### src/rtl/bus_arb_pkg.sv
// Shared types and defaults for the round-robin CPU bus arbiter.
package bus_arb_pkg;

    typedef enum logic [1:0] {IDLE, OWN, TURN} arb_state_t;

    localparam logic [31:0] DEF_VALID_MASK = 32'h02FF_FFFF;
    localparam logic [4:0]  DEF_IDLE_SEL   = 5'd31;

    function automatic int clog2(input int v);
        int r;
        r = 0;
        while ((1 << r) < v) r++;
        return r;
    endfunction

endpackage

### src/rtl/rr_pick.sv
// Round-robin picker: rotate requests so the pointer sits at bit 0, find the
// lowest set bit, then rotate the offset back into an absolute slot index.
module rr_pick
    import bus_arb_pkg::*;
#(
    parameter int NUM_REQ = 32,
    parameter int SEL_W   = 5
) (
    input  logic [NUM_REQ-1:0] eff,
    input  logic [SEL_W-1:0]   pointer,
    output logic               found,
    output logic [SEL_W-1:0]   index
);

    localparam logic [SEL_W:0] NREQ = (SEL_W+1)'(NUM_REQ);

    logic [2*NUM_REQ-1:0] dbl;
    logic [NUM_REQ-1:0]   rot;
    logic [SEL_W-1:0]     off;
    logic [SEL_W:0]       sum;

    assign dbl = {eff, eff} >> pointer;
    assign rot = dbl[NUM_REQ-1:0];

    always_comb begin
        off = '0;
        for (int i = NUM_REQ - 1; i >= 0; i--)
            if (rot[i]) off = SEL_W'(i);
    end

    assign sum   = {1'b0, off} + {1'b0, pointer};
    assign index = (sum >= NREQ) ? SEL_W'(sum - NREQ) : SEL_W'(sum);
    assign found = |eff;

endmodule

### src/rtl/bus_arbiter.sv
// Round-robin owner arbiter for the CPU bus mux; drives the registered select.
// Optional BUS_ARB_TIMEOUT_EN: forcibly release an owner after MAX_HOLD contended cycles.
module bus_arbiter
    import bus_arb_pkg::*;
#(
    parameter int                 NUM_REQ    = 32,
    parameter int                 SEL_W      = 5,
    parameter logic [NUM_REQ-1:0] VALID_MASK = DEF_VALID_MASK,
    parameter logic [SEL_W-1:0]   IDLE_SEL   = DEF_IDLE_SEL,
    parameter int                 MAX_HOLD   = 16
) (
    input  logic               clk,
    input  logic               clear_n,
    input  logic [NUM_REQ-1:0] req,
    output logic [NUM_REQ-1:0] grant,
    output logic [SEL_W-1:0]   select,
    output logic [SEL_W-1:0]   owner_id,
    output logic               busy,
    output logic               bus_valid,
    output logic               err_req,
    output logic               preempt
);

    localparam int               CNT_W = clog2(MAX_HOLD + 1);
    localparam logic [SEL_W-1:0] LAST  = SEL_W'(NUM_REQ - 1);

    arb_state_t         state;
    logic [SEL_W-1:0]   ptr;
    logic [SEL_W-1:0]   pick_idx;
    logic               pick_found;
    logic [NUM_REQ-1:0] eff;
    logic [NUM_REQ-1:0] masked;
    logic [NUM_REQ-1:0] masked_q;
    logic [SEL_W-1:0]   next_ptr;
    logic               owner_req;
    logic               timeout;
    logic               release_own;

    assign eff         = req & VALID_MASK;
    assign masked      = req & ~VALID_MASK;
    assign owner_req   = req[owner_id];
    assign next_ptr    = (owner_id == LAST) ? '0 : owner_id + 1'b1;
    assign release_own = !owner_req || timeout;

`ifdef BUS_ARB_TIMEOUT_EN
    logic [CNT_W-1:0] hold_cnt;
    logic             waiting;
    assign waiting = |(eff & ~grant);
    assign timeout = waiting && (hold_cnt == CNT_W'(MAX_HOLD - 1));
`else
    assign timeout = 1'b0;
    assign preempt = 1'b0;
`endif

    rr_pick #(.NUM_REQ(NUM_REQ), .SEL_W(SEL_W)) u_pick (
        .eff     (eff),
        .pointer (ptr),
        .found   (pick_found),
        .index   (pick_idx)
    );

    always_ff @(posedge clk or negedge clear_n) begin
        if (!clear_n) begin
            state     <= IDLE;
            grant     <= '0;
            select    <= IDLE_SEL;
            owner_id  <= '0;
            busy      <= 1'b0;
            bus_valid <= 1'b0;
            err_req   <= 1'b0;
            masked_q  <= '0;
            ptr       <= '0;
`ifdef BUS_ARB_TIMEOUT_EN
            hold_cnt  <= '0;
            preempt   <= 1'b0;
`endif
        end else begin
            // mux output is registered, so data follows ownership by one cycle
            bus_valid <= busy;
            masked_q  <= masked;
            err_req   <= |(masked & ~masked_q);
`ifdef BUS_ARB_TIMEOUT_EN
            preempt   <= 1'b0;
`endif
            case (state)
                IDLE, TURN: begin
                    state <= IDLE;
                    if (pick_found) begin
                        grant    <= {{(NUM_REQ-1){1'b0}}, 1'b1} << pick_idx;
                        select   <= pick_idx;
                        owner_id <= pick_idx;
                        busy     <= 1'b1;
                        state    <= OWN;
`ifdef BUS_ARB_TIMEOUT_EN
                        hold_cnt <= '0;
`endif
                    end
                end
                OWN: begin
                    // release always passes through TURN so two owners never merge
                    if (release_own) begin
                        grant  <= '0;
                        select <= IDLE_SEL;
                        busy   <= 1'b0;
                        ptr    <= next_ptr;
                        state  <= TURN;
`ifdef BUS_ARB_TIMEOUT_EN
                        preempt  <= owner_req;
                        hold_cnt <= '0;
`endif
                    end
`ifdef BUS_ARB_TIMEOUT_EN
                    else begin
                        hold_cnt <= waiting ? hold_cnt + 1'b1 : '0;
                    end
`endif
                end
                default: state <= IDLE;
            endcase
        end
    end

endmodule

### config.mk
export PLATFORM = sky130hd
export DESIGN_NAME = bus_arbiter
export DESIGN_NICKNAME = d
export VERILOG_FILES = /design/src/rtl/bus_arb_pkg.sv /design/src/rtl/rr_pick.sv /design/src/rtl/bus_arbiter.sv
export SDC_FILE = /design/constraint.sdc
export NUM_CORES = 1
export LEC_CHECK = 0
export CAP_MARGIN = 20
export CORE_UTILIZATION = 55
export CTS_BUF_LIST = sky130_fd_sc_hd__clkbuf_8 sky130_fd_sc_hd__clkbuf_16
export CTS_CLUSTER_SIZE = 40
export DETAILED_ROUTE_END_ITERATION = 8
export GPL_TIMING_DRIVEN = 0
export PLACE_DENSITY = 0.79
export SETUP_SLACK_MARGIN = 0.3
export SLEW_MARGIN = 20
export SYNTH_ARGS = -nofsm -noshare
export SYNTH_HDL_FRONTEND = slang
export SYNTH_HIERARCHICAL = 1
export SYNTH_SLANG_ARGS = --single-unit
### constraint.sdc
create_clock -name clk -period 6.7 [get_ports clk]
set_input_delay 0.67 -clock clk [delete_from_list [all_inputs] [get_ports clk]]
set_output_delay 0.67 -clock clk [all_outputs]
set_load 0.05 [all_outputs]
==> metrics.yaml, run 1 <==
yosys:
  syn-cell-area_sq_um: 6660
  ys_warn_count: 6
  yosys.area_share.simple_pct: 13.3
  synthXorXnorAreaFrac_pct: 0.789
  yosysSeqAreaShare_pct: 22.3
  async_flop_share_pct: 100
  yosys.area_share.adder_pct: 1.43
  yosysTopAreaCell: "mux4_2"
  synth-edff-count: 0
  synth_top_area_share_pct: 26.7
  netlist_instances: 624
  synth_top_family_by_area: "multiplexers"
  synthTopCellsByArea: "mux4_2, dfrtp_1, mux2i_1"
  synth-compound-area-share_pct: 16.2
  syn_area_per_cell_sq_um: 10.7
  synthFlopType: "dfrtp_1"
  synthMuxAreaShare_pct: 40.9
  synth.distinct_cells: 77
  ys_ff_latch: 59
global_route:
  grt_pass1_vias: 6501
  grt_pass1_wl_um: 36000
  grt_start_max_net_pins: 60
  gr-total-overflow: 0
  grt_usage_pct: 37.8
  antenna_found_initial: 0
setup_path:
  endpoint_kind: "flip-flop"
  crit_type: "input pin to flip-flop"
  worstPathMaxFanout: 11
  r2r_setup_slack_ns: 0.77
  rr_worst_depth: 24
  worstReg2RegEnd: "grant[8]"
  required_ns: 6.97
  crit_arrival_ns: 6.27
  worstSetupStartpointType: "input pin"
  r2r-start: "ptr[2]"
cells_and_area:
  area_delta_synth_final_pct: 23.1
  fin_util_pct: 70.5
  nets: 821
  diodes: 0
  drive_above_1_share_pct: 24.8
  nFillCells: 850
  stdcell_count: 928
clocking:
  clock-sinks: 59
  clk_latency_ns: 0.33
  clk_pin_slew_ns: 0.06
  cts_tree: "yes"
  clock_path_buffers: 2
  cts_max_level: 3
  root_buffer: "clkbuf_16"
  hold_buffers: 0
  numCtsBuffers: 9
floorplan:
  rows: 39
  core_sq_um: 11600
  fp.dieW_um: 112
  initial_core_util_pct: 57.3
  die_area_sq_um: 12500
  die_y_um: 112
  io_pins: 80
pwr:
  vdd_ir_drop_max_mv: 0.521
  p_leak_uw: 0.00339
  powerDensity_nw_per_um2: 610
sta:
  skew_ns: 0.0126
  fin_hold_ws_ns: 0.406
  fin_tns_setup_ns: 0
  fin_ws_ns: 0.692
  relSlewSlack_pct: 42.5
  timing.final.crit_share_pct: 89.7
  max_freq_mhz: 166
  fin_crit_ns: 6.01
  max_slew.worst_pin.slew_ns: 0.863
  drv_slew: 0
  setup_violations: 0
  hold_viol: 0
  rsz0062_at_grt: "false"
drt:
  drt-pass1-iter-count: 5
  routed_wl_um: 23000
  final_antenna_net_count: 0
  drc_errors: 0
  viasPerCell: 6.94
  routedWlPerCell_um: 24.8
  vias: 6439
  dr.first_iter.drc_count: 890
place:
  dp_hpwl_um: 17200
  routabilityCongestion: 0.962
  dp_slack_ns: 0.394
  numPortBuffers: 78
  placed_cells: 912
job:
  max-cap-violations: 0
worst_hold_path:
  min_path_type: "input pin to asynchronous set/reset pin"
status:
  status: "completed"
metrics by stage:
| stage | total power (uW) | area (sq um) |
|---|---|---|
| 2_1_floorplan | 3350 | 6910 |
| 3_3_place_gp | 4300 | 7870 |
| 3_5_place_dp | 4370 | 7870 |
| 4_1_cts | 4890 | 8180 |
| 5_1_grt | 5250 | 8190 |
| 6_report | 4990 | 8190 |
worst max path at each step:
stage               slack, ns  cells past startpoint     from  endpoint
detailed placement       0.39                     21  req[12]  grant[8]
CTS                      0.51                     23   ptr[3]  grant[8]
finish                   0.69                     21  req[11]  grant[8]
global placement         0.49                     21  req[12]  grant[8]
floorplan                1.55                     22   ptr[3]  grant[8]
global route             0.35                     21  req[12]  grant[8]
synth_stat cells (4+ instances only):
cell type  count
a221oi_1       6
a22oi_1        7
nor3_1        11
o22ai_1       16
mux2i_1       54
o22a_1         5
o21ai_1        4
mux2_2        17
nand2b_1      13
and3_1         4
nand2_1       44
nand3_1       12
mux4_1         4
a21o_1         7
nor2_1        56
dfstp_2        5
buf_1          4
or3_1          4
or2_2          4
dfrtp_1       54
o211ai_1       5
mux2_1         7
nand4_1        4
xnor2_1        5
nor4_1         9
nor2b_1        4
a221o_1        6
a21oi_1       17
a31o_2        32
clkbuf_1      24
and2_1         5
inv_1         14
ha_1           6
mux4_2        79
buf_2         17
flip-flops by register name (all words and copies together) (netlist names):
name,cells
bus_valid,1
busy,1
err_req,1
grant,32
masked_q,7
owner_id,5
ptr,5
select,5
state,2
worst max-delay path, cell delays in order:
cell and delay (ns):
clkdlybuf4s50_1 0.73, mux4_2 0.65, mux4_2 0.50, mux2_4 0.29, a21o_1 0.18, a2111o_1 0.40
a211oi_1 0.23, and4b_1 0.24, ha_1 0.19, inv_1 0.07, fa_1 0.21, inv_1 0.05
a21o_1 0.17, a21oi_1 0.17, xnor2_1 0.10, xnor2_1 0.18, clkbuf_2 0.22, nand2b_1 0.25
or3_1 0.40, nor3_1 0.20, a31o_2 0.15
cells in the final DEF, fill, tap and decap left out, drive strengths merged, types with 6 or more instances in the layout:
master / instances
clkdlybuf4s50: 77
buf: 27
mux2: 26
dfrtp: 54
a31o: 32
mux4: 83
inv: 18
a221o: 6
a21o: 7
ha: 6
conb: 68
clkbuf: 35
o22ai: 16
nor2: 57
nor4: 9
a22oi: 7
a221oi: 6
nor3: 11
mux2i: 54
nand2b: 13
nand2: 44
nand3: 12
a21oi: 17
report_power, final:
group	internal [uW]	leakage (uW)	switching [uW]	total [uW]
sequential	474	0.000758	88.0	562
combinational	1560	0.00248	2380	3940
clock	324	0.000153	168	492
total	2360	0.00339	2640	4990
logic make-up (layout without fill, tap and decap cells):
| group | Yosys count | after routing |
|---|---|---|
| XOR/XNOR | 6 | 6 |
| other | 1 | 68 |
| adder cells (fa/ha/maj) | 7 | 7 |
| buffers and inverters | 69 | 163 |
| AO/OA/AOI/OAI | 138 | 138 |
| flip-flops | 59 | 59 |
| AND/OR/NAND/NOR | 181 | 181 |
| multiplexers | 163 | 163 |
final cells by class:
class / instances / area [sq um] / area share [%]
multi-input combinational: 563 / 5090 / 62.1
sequential: 59 / 1480 / 18.1
timing repair buffer: 78 / 778 / 9.50
buffer: 52 / 283 / 3.45
clock buffer: 9 / 225 / 2.75
tap: 143 / 179 / 2.18
clock inverter: 7 / 92.6 / 1.13
inverter: 17 / 63.8 / 0.779
layer usage:
metal | global-route usage (%) | wire length [um]
met5 | 0 | 0
met4 | 18.6 | 1060
met3 | 9.77 | 2710
met2 | 58.7 | 10400
met1 | 49.5 | 8820
repair_timing:
action / CTS / global route
setup endpoints to repair: 0 / 6
buffers inserted: 0 / 0
resized for setup: 0 / 12
No activity file was read; power rests on OpenSTA's default activity.
==> inputs of run 2 (changes only) <==
CAP_MARGIN = default   (was 20)
CELL_PAD_IN_SITES_DETAIL_PLACEMENT = 2   (was default)
CELL_PAD_IN_SITES_GLOBAL_PLACEMENT = 2   (was default)
CORE_UTILIZATION = 38   (was 55)
PLACE_DENSITY = default   (was 0.79)
PLACE_DENSITY_LB_ADDON = 0.1   (was default)
==> metrics.yaml, run 2 (synthesis results as in run 1) <==
global_route:
  grt_busiest_layer: "met2"  # unchanged
  antenna_found_initial: 0  # unchanged
  grt_usage_pct: 34.1  # was 37.8%
  grt_start_max_net_pins: 47  # was 60
  grtUsageMet3_pct: 5.59  # was 9.77%
  use_met1_pct: 40.4  # was 49.5%
  grt_util_met2_pct: 60.4  # was 58.7%
  grt_pass1_wl_um: 45600  # was 36,000 um
  gr-total-overflow: 0  # unchanged
  grt_pass1_vias: 7393  # was 6,501
drt:
  viasPerCell: 6.48  # was 6.94
  routed_wl_um: 29600  # was 23,000 um
  dr.first_iter.drc_count: 364  # was 890
  drt-pass1-iter-count: 5  # unchanged
  routedWlPerCell_um: 29.2  # was 24.8 um
  drc_errors: 0  # unchanged
  vias: 6558  # was 6,439
  final_antenna_net_count: 0  # unchanged
floorplan:
  core_sq_um: 17200  # was 11,600 sq um
  io_pins: 80  # unchanged
  die_y_um: 134  # was 112 um
  rows: 48  # was 39
  initial_core_util_pct: 38.8  # was 57.3%
  die_area_sq_um: 18100  # was 12,500 sq um
  fp.dieW_um: 134  # was 112 um
cells_and_area:
  diodes: 0  # unchanged
  final_cell_mix: "mux4_2, conb_1, nor2_1"  # was mux4_2, clkdlybuf4s50_1, conb_1
  area_delta_synth_final_pct: 26.3  # was 23.1%
  final_common_cell: "mux4_2"  # unchanged
  nFillCells: 1796  # was 850
  top_register: "grant"  # unchanged
  largest_reg_flops: 32  # unchanged
  reg_top3: "grant: 32 flops, masked_q: 7 flops"  # unchanged
  drive_above_1_share_pct: 26.0  # was 24.8%
  fin_area_sq_um: 8410  # was 8190 sq um
  nets: 823  # was 821
setup_path:
  crit_arrival_ns: 6.48  # was 6.27 ns
  r2r_setup_slack_ns: 0.50  # was 0.77 ns
  crit_type: "flip-flop to flip-flop"  # was input pin to flip-flop
  worstSetupStartpointType: "flip-flop"  # was input pin
  required_ns: 6.98  # was 6.97 ns
  worstPathMaxFanout: 10  # was 11
  endpoint_kind: "flip-flop"  # unchanged
job:
  max-cap-violations: 0  # unchanged
sta:
  max_slew.worst_pin.slew_ns: 0.812  # was 0.863 ns
  hold_viol: 0  # unchanged
  timing.final.crit_share_pct: 92.6  # was 89.7%
  rsz0062_at_grt: "false"  # unchanged
  drv_slew: 0  # unchanged
  skew_ns: 0.00915  # was 0.0126 ns
  fin_ws_ns: 0.499  # was 0.692 ns
  relSlewSlack_pct: 45.8  # was 42.5%
  fin_crit_ns: 6.20  # was 6.01 ns
  max_freq_mhz: 161  # was 166 MHz
  setup_violations: 0  # unchanged
pwr:
  powerDensity_nw_per_um2: 613  # was 610 nW/um^2
  p_leak_uw: 0.00363  # was 0.00339 uW
  vdd_ir_drop_max_mv: 0.353  # was 0.521 mV
place:
  numPortBuffers: 78  # unchanged
  post_dp_cell_area_sq_um: 8000  # was 7870 sq um
  routabilityCongestion: 0.919  # was 0.962
  dp_slack_ns: -0.190  # was 0.394 ns
  dp_hpwl_um: 21500  # was 17,200 um
clocking:
  cts_tree: "yes"  # unchanged
  clk_latency_ns: 0.33  # about the same
  cts_max_level: 3  # unchanged
  clk_pin_slew_ns: 0.06  # about the same
  numCtsBuffers: 9  # unchanged
  root_buffer: "clkbuf_16"  # unchanged
  clock_path_buffers: 2  # unchanged
  clock-sinks: 59  # unchanged
status:
  status: "completed"  # unchanged
worst_hold_path:
  min_path_type: "input pin to asynchronous set/reset pin"  # unchanged
-- run 2: changes by cell type in the layout (fill, tap and decap cells not counted), sizes merged --
cell	change
buf	-2
bufinv	-1
clkbuf	+5
clkdlybuf4s50	-25
dlygate4sd2	+4
dlymetal6s2s	+21
-- run 2: per-layer routing --
metal | part of all wire, % | up-vias
li1 | - | 2746
met4 | 3.8 | 0
met3 | 5.7 | 76
met1 | 39 | 3449
met2 | 51 | 287
met5 | 0 | -
-- run 2: what timing repair did --
item | CTS | global route
resized for setup | 9 | 44
pin swaps | 0 | 1
setup endpoints to repair | 17 | 28
setup buffers | 0 | 1
hold buffers | 0 | 0
-- run 2: stage by stage --
step / TNS [ns] / power [uW] / instances / hold slack [ns] / utilization [%]
final: 0 / 5150 / 1012 / 0.189 / 49.0
after global routing: 0 / 5400 / 1012 / 0.195 / 49.0
after CTS: 0 / 5070 / 1011 / 0.192 / 48.3
after detailed placement: -0.662 / 4540 / 995 / 0.407 / 46.6
after global placement: 0 / 4360 / 994 / 0.390 / 46.4
after floorplan: 0 / 3350 / 691 / 0.374 / -
-- run 2: cell type report --
| type | count | area (sq um) | share of cell area, % |
|---|---|---|---|
| Buffer | 52 | 299 | 3.56 |
| Clock buffer | 10 | 239 | 2.84 |
| Clock inverter | 6 | 58.8 | 0.699 |
| Inverter | 17 | 67.6 | 0.804 |
| Multi-Input combinational cell | 563 | 5120 | 60.9 |
| Sequential cell | 59 | 1480 | 17.6 |
| Tap cell | 225 | 282 | 3.35 |
| Timing Repair Buffer | 80 | 861 | 10.2 |
-- run 2: worst max-delay path, stage by stage (launching register included) --
cell and delay (ns):
dfrtp_1 0.53, clkbuf_4 0.30, buf_2 0.32, mux4_2 0.43
mux4_2 0.48, o211ai_1 0.43, nand2_1 0.11, a2111oi_1 0.50
a211oi_2 0.17, and4b_1 0.31, ha_1 0.18, inv_1 0.06
fa_1 0.42, inv_1 0.07, a21o_1 0.11, a21oi_1 0.07
xnor2_1 0.16, xnor2_2 0.21, clkbuf_2 0.25, nand2b_1 0.28
or3_1 0.43, nor3_1 0.19, a31o_2 0.13
-- run 2: where the power goes --
group	internal (uW)	switching (uW)
clock network	295	166
logic	1590	2530
registers	474	93.4
-- run 2: final timing paths --
| check | from | endpoint | cells after the start |
|---|---|---|---|
| worst min-delay path | clear_n | grant[11] | 1 |
| max in group asynchronous | clear_n | select[4] | 2 |
| worst max-delay path | ptr[3] | grant[8] | 22 |
| worst max register to register | ptr[3] | grant[8] | 22 |
| worst min register to register | busy | bus_valid | 0 |
| min in group clk | busy | bus_valid | 0 |
